**src/rtl/e_md_issue_queue_if.sv**
```systemverilog
// e_md_issue_queue_if: D-side enqueue port, E_HILO issue port and status of the mul/div issue queue
interface e_md_issue_queue_if #(parameter int AW = 2);
   logic          in_valid;
   logic          in_ready;
   logic [3:0]    in_type;
   logic [31:0]   in_a;
   logic [31:0]   in_b;
   logic          flush;
   logic          Start;
   logic          Busy;
   logic [3:0]    MDType;
   logic [31:0]   A;
   logic [31:0]   B;
   logic [AW:0]   count;
   logic          Pending;
   logic          drop;
   modport slave (
      input  in_valid, in_type, in_a, in_b, flush, Start, Busy,
      output in_ready, MDType, A, B, count, Pending, drop
   );
   modport master (
      output in_valid, in_type, in_a, in_b, flush, Start, Busy,
      input  in_ready, MDType, A, B, count, Pending, drop
   );
endinterface

```
**src/rtl/e_md_issue_queue.sv**
```systemverilog
// e_md_issue_queue: in-order HI/LO op buffer feeding E_HILO one op at a time
module e_md_issue_queue #(
   parameter int DEPTH = 4,
   parameter int AW    = 2
) (
   input  logic                clk,
   input  logic                reset,
   e_md_issue_queue_if.slave   q
);
   typedef enum logic [1:0] {IDLE, ISSUE, WAIT} state_t;
   state_t state, state_nx;
   logic [3:0]    mem_type [DEPTH];
   logic [31:0]   mem_a    [DEPTH];
   logic [31:0]   mem_b    [DEPTH];
   logic [AW-1:0] rd_ptr, wr_ptr;
   logic [AW:0]   cnt;
   logic [3:0]    md;
   logic [31:0]   a, b;
   logic          drop_r, legal, push, pop, ehilo_idle;
   assign legal      = q.in_type inside {[4'd1:4'd6]};
   assign ehilo_idle = ~q.Start & ~q.Busy;
   assign q.in_ready = cnt != (AW+1)'(DEPTH);
   assign push       = q.in_valid & q.in_ready & legal & ~q.flush;
   assign pop        = (state == IDLE) & (cnt != '0) & ehilo_idle & ~q.flush;
   assign q.MDType   = md;
   assign q.A        = a;
   assign q.B        = b;
   assign q.count    = cnt;
   assign q.drop     = drop_r;
   assign q.Pending  = (cnt != '0) | (state != IDLE) | q.Start | q.Busy;
   always_comb begin
      state_nx = state;
      state_nx = (state == IDLE)  ? (pop ? ISSUE : IDLE) :
                 (state == ISSUE) ? WAIT :
                 (ehilo_idle ? IDLE : WAIT);
   end
   always_ff @(posedge clk or negedge reset) begin
      if (!reset) begin
         state  <= IDLE;
         rd_ptr <= '0;
         wr_ptr <= '0;
         cnt    <= '0;
         md     <= '0;
         a      <= '0;
         b      <= '0;
         drop_r <= 1'b0;
      end else begin
         state  <= state_nx;
         drop_r <= q.in_valid & ~legal;
         if (pop) begin
            md     <= mem_type[rd_ptr];
            a      <= mem_a[rd_ptr];
            b      <= mem_b[rd_ptr];
            rd_ptr <= rd_ptr + 1'b1;
         end else if (state == ISSUE) begin
            md <= '0;
         end
         // pop is already gated by ~flush, so rd_ptr is stable when flushing
         if (q.flush) begin
            wr_ptr <= rd_ptr;
            cnt    <= '0;
         end else begin
            if (push) wr_ptr <= wr_ptr + 1'b1;
            cnt <= cnt + {{AW{1'b0}}, push} - {{AW{1'b0}}, pop};
         end
      end
   end
   always_ff @(posedge clk) begin
      if (push) begin
         mem_type[wr_ptr] <= q.in_type;
         mem_a[wr_ptr]    <= q.in_a;
         mem_b[wr_ptr]    <= q.in_b;
      end
   end
endmodule

```
**src/flat_wrapper.sv**
```systemverilog
// flat-port wrapper written by rule: the top's interface ports become plain ports
module e_md_issue_queue_flat 
#(
   parameter int DEPTH = 4,
   parameter int AW    = 2
)
  (clk, reset, q_in_valid, q_in_type, q_in_a, q_in_b, q_flush, q_Start, q_Busy, q_in_ready, q_MDType, q_A, q_B, q_count, q_Pending, q_drop);
  e_md_issue_queue_if #(.AW(AW)) q_i ();
  input  logic clk;
  input  logic reset;
  input wire logic [$bits(q_i.in_valid)-1:0] q_in_valid;
  input wire logic [$bits(q_i.in_type)-1:0] q_in_type;
  input wire logic [$bits(q_i.in_a)-1:0] q_in_a;
  input wire logic [$bits(q_i.in_b)-1:0] q_in_b;
  input wire logic [$bits(q_i.flush)-1:0] q_flush;
  input wire logic [$bits(q_i.Start)-1:0] q_Start;
  input wire logic [$bits(q_i.Busy)-1:0] q_Busy;
  output wire logic [$bits(q_i.in_ready)-1:0] q_in_ready;
  output wire logic [$bits(q_i.MDType)-1:0] q_MDType;
  output wire logic [$bits(q_i.A)-1:0] q_A;
  output wire logic [$bits(q_i.B)-1:0] q_B;
  output wire logic [$bits(q_i.count)-1:0] q_count;
  output wire logic [$bits(q_i.Pending)-1:0] q_Pending;
  output wire logic [$bits(q_i.drop)-1:0] q_drop;
  assign q_i.in_valid = q_in_valid;
  assign q_i.in_type = q_in_type;
  assign q_i.in_a = q_in_a;
  assign q_i.in_b = q_in_b;
  assign q_i.flush = q_flush;
  assign q_i.Start = q_Start;
  assign q_i.Busy = q_Busy;
  assign q_in_ready = q_i.in_ready;
  assign q_MDType = q_i.MDType;
  assign q_A = q_i.A;
  assign q_B = q_i.B;
  assign q_count = q_i.count;
  assign q_Pending = q_i.Pending;
  assign q_drop = q_i.drop;
  e_md_issue_queue #(.DEPTH(DEPTH), .AW(AW)) u_core (.clk(clk), .reset(reset), .q(q_i));
endmodule
```
**config.mk**
```make
export PLATFORM = sky130hd
export DESIGN_NAME = e_md_issue_queue_flat
export DESIGN_NICKNAME = d
export VERILOG_FILES = /design/src/rtl/e_md_issue_queue_if.sv /design/src/rtl/e_md_issue_queue.sv /design/src/flat_wrapper.sv
export SDC_FILE = /design/constraint.sdc
export NUM_CORES = 1
export LEC_CHECK = 0
export CORE_UTILIZATION = 55
export CTS_CLUSTER_SIZE = 12
export DETAILED_ROUTE_END_ITERATION = 16
export GPL_ROUTABILITY_DRIVEN = 0
export GPL_TIMING_DRIVEN = 0
export PLACE_DENSITY = 0.78
export SYNTH_ARGS = -nofsm -noshare
export SYNTH_HDL_FRONTEND = slang
export SYNTH_SLANG_ARGS = --single-unit
export TNS_END_PERCENT = 50
```
**constraint.sdc**
```tcl
create_clock -name clk -period 3.48 [get_ports clk]
set_input_delay 0.696 -clock clk [delete_from_list [all_inputs] [get_ports clk]]
set_output_delay 0.696 -clock clk [all_outputs]
set_load 0.02 [all_outputs]
```
==> impl_results.md, run 1 <==
* Status: finished clean
* Worst setup margin at 517 ps
* H-tree depth at 2
* Unrepaired setup endpoints after global routing: false
* Mapped Area at 13100 µm²
* P_int at 0.00883 W
* Sw Ratio at 26.0%
* Die ar. at 24400 µm²
* Psw at 0.00310 W
* Clock share of power at 30.2%
* Reg2Reg Setup Slack at ~750 ps
* Remaining global-route overflow at 0
* Final Setup Violations at 0
* Top cells by count, synth: edfxtp_1, dfrtp_1, mux4_2, mux2_4, mux2_2
* Worst-path clk slew at 50 ps
* Initial antenna violation count at 0
* Core outline area at 23400 µm²
* CTS resizes at 0
* Number of max-cap violations at 0
* Routed vias/inst at 5.57
* Pleak at 5.68 nW
* Crit. End Element: flop
* CTS Buffer Depth at 3
* Layout area overhead at 24.0%
* FF-to-FF path depth at 12
* Final-report hold violation count at 0
* Most frequent cell after synthesis: edfxtp_1
* Ratio of cells with drive above 1 in the final layout at 26.5%
* Clock sink count at 350
* Critical Path AT at 3140 ps
* # rows at 56
* CTS tree: built
* Fin util at 69.4%
* Final worst-path cycle share at 85.2%
* Number of port buffers at between 100 and 150
* Synth Register Bits at 350
* First-pass GRT wire length at 38400 µm
* Final worst path period need at 2960 ps
* Worst slew margin at a little over half
* DP HPWL at around 15000 µm
* Die W at approximately 160 µm
* Post-Syn Nets at around 650
* EDFF count, synth at 272
* Worst skew pair latency at 500 ps
* Logic pwr share at about a quarter
* Yosys top cell area share at 62.4%
* Routed len/inst at about 23 µm
* Worst R2R Start: u_core.q.count[1]$_DFF_PN0_
* DRT Pass-1 Iters at 5
* Ant diodes at 0
* Boundary pin count at 148
* Initial DRC count at approximately 380
* Setup bufs post-CTS at 0
* Post-route ant nets at 0
* Sequential power share at about 44%
* Total GRT Usage at a little over a fifth
* Synth area leader: edfxtp_1
* Via count at 6147
* Crit path max fanout at 37
* Hold WC Path Type: in -> async
* Post-place setup slack at -0.272 ps
* Synth Warn # at 0
* Synthesized instance count at 566
* Num CTS Buffers at 37
* NumNets Final at 838
* CTS root buf: clkbuf_16
* Die Height at 156 µm
* Count of cell types in the netlist at 34
* Vias in the first global route at 6821
* # DRC at 0
* Top flip-flop cell by instance count after synthesis: edfxtp_1
* Fraction of registers with async set/reset at 22.3%
* Worst path required time at 3660 ps
* Largest net degree at the start of global routing at 41
* Peak VDD IR at 408 µV
* Post-synthesis sequential area ratio at approximately 77%
* Syn avg cell area at 23.1 µm²
* FF-to-FF End: u_core.q.count[2]$_DFF_PN0_
* CTS Hold Bufs at 0
* Slew Limit Fails at 0
* WS Path Type: in -> reg
* Effective utilization at floorplan at 56.0%
* Startpoint Class: primary input
* Clock Skew at roughly 18 ps
* Slew of the pin with the lowest slew margin at between 700 and 800 ps
* Pwr Density at 735 nW/µm²
* Maximum clock rate at 0.337 GHz
* Detailed Route WL at 25000 µm
* Area contributors post-synth: edfxtp_1, dfrtp_1, mux4_2
-- area by class of cell --
| cell class | count | area (µm²) |
|---|---|---|
| flip-flops and latches | 350 | 10100 |
| fillers | 1481 | 7170 |
| multi-input cells | 185 | 2790 |
| repair buffers | 152 | 1610 |
| clock buffers | 61 | 1090 |
| well taps | 319 | 399 |
| plain buffers | 24 | 174 |
| clock inverters | 6 | 33.8 |
| inverters | 7 | 26.3 |
-- routing by layer --
layer  vias up  GRT usage [%]  share of wire, %
met5         -              0                 0
met4         0           6.77               2.0
met3        39           3.99               4.7
met2       170           37.2                53
met1      3261           27.4                40
li1       2677              -                 -
-- flip-flops by register name (all words and copies together) (netlist names), 3 cells and up --
signal / count
u_core.mem_a: 128
u_core.mem_b: 128
u_core.q.A: 32
u_core.q.B: 32
u_core.mem_type: 16
u_core.q.MDType: 4
u_core.q.count: 3
-- worst max path at each step --
stage            startpoint                           end  slack [ps]  depth (start not counted)
3_3_place_gp          reset     u_core.q.A[0]$_DFFE_PN0P_       -1670                          1
5_1_grt             q_flush   u_core.q.count[2]$_DFF_PN0_         370                         12
3_5_place_dp   q_in_type[1]  u_core.mem_a[0][8]$_DFFE_PP_        -0.3                          6
2_1_floorplan  q_in_type[1]  u_core.mem_a[0][0]$_DFFE_PP_         670                          4
6_report       q_in_type[1]  u_core.mem_a[3][8]$_DFFE_PP_         520                          6
4_1_cts        q_in_type[1]  u_core.mem_a[0][9]$_DFFE_PP_         530                          6
-- cells in the final DEF (no fill, tap or decap), types with 3 or more instances in the layout --
cell type,count
nand2_1,10
dfrtp_1,78
ha_1,6
nor2_1,5
o21ai_0,5
edfxtp_1,272
mux4_2,68
buf_4,4
buf_2,4
clkbuf_1,27
clkbuf_16,39
buf_16,5
clkbuf_8,3
mux2_2,25
mux2_4,39
clkdlybuf4s50_1,146
inv_1,7
clkinv_1,3
and2_4,4
buf_6,9
-- critical path, cell delays in order --
cell and delay, ps:
clkdlybuf4s50_1 510, and3_1 230, or3_4 400, nor3_2 380, and2_4 580, buf_16 290
-- per-stage QoR --
stage          power, W  hold slack (ps)  TNS, ps  cells  instance area, µm²
3_5_place_dp    0.00844              468   -0.601   1037               15100
2_1_floorplan   0.00717              400        0    566               13100
6_report         0.0119              183        0   1104               16200
5_1_grt          0.0124              214        0   1104               16200
3_3_place_gp    0.00833              450  -300920   1032               15000
4_1_cts          0.0121              200        0   1104               16200
-- cells by family after synthesis --
family / after synthesis / share of synthesized area [%]
buf+inv: 31 / 1.53
mux: 132 / 18.3
simple gates: 32 / 1.44
compound gates: 10 / 0.459
fa+ha+maj: 7 / 0.726
xor+xnor: 4 / 0.268
flops: 350 / 77.3
-- power groups by stage --
stage | logic [W] | clock network (W) | registers, W
CTS | 0.00315 | 0.00368 | 0.00524
finish | 0.00310 | 0.00361 | 0.00523
global route | 0.00328 | 0.00383 | 0.00528
floorplan | 0.00147 | 0 | 0.00571
detailed placement | 0.00313 | 0 | 0.00531
global placement | 0.00304 | 0 | 0.00529
Note: power is estimated with default switching activity, not from simulation.
==> run 2, diff against run 1 <==
--- a/config.mk
+++ b/config.mk
@@ -14,4 +14,4 @@
 export SYNTH_ARGS = -nofsm -noshare
 export SYNTH_HDL_FRONTEND = slang
 export SYNTH_SLANG_ARGS = --single-unit
-export TNS_END_PERCENT = 50
+export TNS_END_PERCENT = 20
==> run 2 against run 1 <==
Total power increased by 0.24%. Setup slack got worse by 7.7 ps. Worst hold slack improved by 3.8 ps. Sequential power about the same. Die area unchanged. The flow now finishes with violations (DRC). Design area increased by 0.14%. Utilization increased by 0.096 points. Clock skew decreased by 5.9 ps.
==> impl_results.md, run 2 (synthesis results as in run 1) <==
* Slew Limit Fails at 0 (unchanged)
* Violated checks: DRC
* Die W at 156 µm (unchanged)
* Worst R2R Start: u_core.state[1]$_DFF_PN0_ (was u_core.q.count[1]$_DFF_PN0_)
* FF-to-FF End: u_core.q.count[2]$_DFF_PN0_ (unchanged)
* Final worst-path cycle share at 85.4% (was 85.2%)
* Core outline area at 23400 µm² (unchanged)
* Post-route ant nets at 0 (unchanged)
* DP HPWL at 14900 µm (was 15300 µm)
* Remaining global-route overflow at 0 (unchanged)
* Worst path cell trace: clkdlybuf4s50_1 -> and4bb_4 -> buf_6 -> buf_2 -> ha_1 -> inv_1 -> ha_1 -> inv_1 -> fa_1 -> xor2_1 -> xnor2_1 -> nor2_1 (was clkdlybuf4s50_1 -> and3_1 -> or3_4 -> nor3_2 -> and2_4 -> buf_16)
* Worst-path clk slew at 50 ps (about the same)
* Slew of the pin with the lowest slew margin at 721 ps (was 712 ps)
* Biggest regs: u_core.mem_a (128), u_core.mem_b (128) (unchanged)
* Initial DRC count at 391 (was 382)
* NumNets Final at 838 (unchanged)
* Worst path required time at 3860 ps (was 3660 ps)
* Initial antenna violation count at 1 (was 0)
* Worst slew margin at 51.9% (was 52.5%)
* Status: finished with violations (was finished clean)
* Vias in the first global route at 6647 (was 6821)
* Final-report hold violation count at 0 (unchanged)
* Largest net degree at the start of global routing at 49 (was 41)
* Final Setup Violations at 0 (unchanged)
* Num CTS Buffers at 37 (unchanged)
* Layout area overhead at 24.1% (was 24.0%)
* Ratio of cells with drive above 1 in the final layout at 27.1% (was 26.5%)
* Total GRT Usage at 21.0% (was 21.4%)
* Boundary pin count at 148 (unchanged)
* Pleak at 5.69 nW (was 5.68 nW)
* Post-Place Cells at 1037 (unchanged)
* CTS Buffer Depth at 3 (unchanged)
* Detailed Route WL at 24400 µm (was 25000 µm)
* Routed len/inst at 22.1 µm (was 22.7 µm)
* Number of max-cap violations at 0 (unchanged)
* GR Util met3 at 4.07% (was 3.99%)
* Critical Path AT at 3350 ps (was 3140 ps)
* Slowest cell on the critical path: clkdlybuf4s50_1 (was and2_4)
* # DRC at 1 (was 0)
* Ant diodes at 0 (unchanged)
* Met2 GRT Util at 35.7% (was 37.2%)
* Die ar. at 24400 µm² (unchanged)
* WS Path Type: in -> reg (unchanged)
* Effective utilization at floorplan at 56.0% (unchanged)
* Reg2Reg Setup Slack at 770 ps (was 750 ps)
* First-pass GRT wire length at 37800 µm (was 38400 µm)
* Setup bufs post-CTS at 0 (unchanged)
* Unrepaired setup endpoints after global routing: false (unchanged)
* Buf/Inv on CP at 5 (was 2)
* WHS at 187 ps (was 183 ps)
* Most frequent cells in the layout: edfxtp_1, clkdlybuf4s50_1, dfrtp_1 (unchanged)
* Number of port buffers at 147 (unchanged)
* Filler cells at 1479 (was 1481)
* Setup TNS at 0 ps (unchanged)
* Peak VDD IR at 481 µV (was 408 µV)
* H-tree depth at 2 (unchanged)
* Most common cell after layout, fill and taps aside: edfxtp_1 (unchanged)
* Crit. End Element: flop (unchanged)
* Crit path max fanout at 10 (was 37)
* Fin util at 69.5% (was 69.4%)
* Delay of the slowest cell on the worst path at 550 ps (was 580 ps)
* Routed vias/inst at 5.54 (was 5.57)
* # rows at 56 (unchanged)
* Pwr Density at 736 nW/µm² (was 735 nW/µm²)
* Startpoint Class: primary input (unchanged)
* DRT Pass-1 Iters at 10 (was 5)
* CTS resizes at 0 (unchanged)
* Hold WC Path Type: in -> async (unchanged)
* Worst skew pair latency at 510 ps (was 500 ps)
* Maximum clock rate at 0.337 GHz (about the same)
* Post-place setup slack at -4.62 ps (was -0.272 ps)
* CTS root buf: clkbuf_16 (unchanged)
* Busiest layer in global routing: met2 (unchanged)
* CTS tree: built (unchanged)
* FF-to-FF path depth at 12 (unchanged)
* Clock sink count at 350 (unchanged)
* Finished Layout Cells at 1104 (unchanged)
* GR Util met1 at 27.9% (was 27.4%)
* Die Height at 156 µm (unchanged)
* Via count at 6120 (was 6147)
* Worst setup margin at 509 ps (was 517 ps)
* CTS Hold Bufs at 0 (unchanged)
* Clock Skew at 12.1 ps (was 18.0 ps)
* Cell family with most CP delay: buffers and inverters (was simple AND/OR/NAND/NOR gates)
* Final worst path period need at 2970 ps (was 2960 ps)
[run 2: cell types whose count changed in the layout (fill, tap and decap cells not counted), sizes merged]
| cell | delta |
|---|---|
| inv | -1 |
| clkinvlp | +1 |
[run 2: area by class of cell]
cell class | instances | area (µm²) | share of cell area [%]
clock inverter | 6 | 36.3 | 0.223
tap | 319 | 399 | 2.45
inverter | 7 | 26.3 | 0.162
buffer | 24 | 174 | 1.07
sequential | 350 | 10100 | 62.2
clock buffer | 61 | 1110 | 6.82
timing repair buffer | 152 | 1610 | 9.88
multi-input combinational | 185 | 2790 | 17.1
[run 2: metal layers]
layer	vias to the layer above	routed length, µm
met2	173	12900
met1	3238	10000
li1	2682	-
met5	-	0
met4	0	319
met3	27	1210
[run 2: worst max path at each step]
stage	from	end	slack, ps	cells past startpoint
2_1_floorplan	q_in_type[1]	u_core.mem_a[2][0]$_DFFE_PP_	-70	4
3_3_place_gp	q_in_type[1]	u_core.mem_a[3][27]$_DFFE_PP_	-1940	5
3_5_place_dp	q_flush	u_core.q.count[2]$_DFF_PN0_	-5	12
4_1_cts	q_flush	u_core.q.count[2]$_DFF_PN0_	520	12
5_1_grt	q_Busy	u_core.q.count[2]$_DFF_PN0_	310	13
6_report	q_flush	u_core.q.count[2]$_DFF_PN0_	510	12
[run 2: power breakdown]
part           internal, W  total [W]  switching (W)
clock network      0.00218    0.00365        0.00147
registers          0.00498    0.00524       0.000256
logic              0.00171    0.00308        0.00136
[run 2: metrics by stage]
step / power [W] / instance area [µm²]
6_report: 0.0120 / 16300
5_1_grt: 0.0124 / 16300
4_1_cts: 0.0121 / 16300
3_5_place_dp: 0.00844 / 15100
3_3_place_gp: 0.00833 / 15000
2_1_floorplan: 0.00717 / 13100
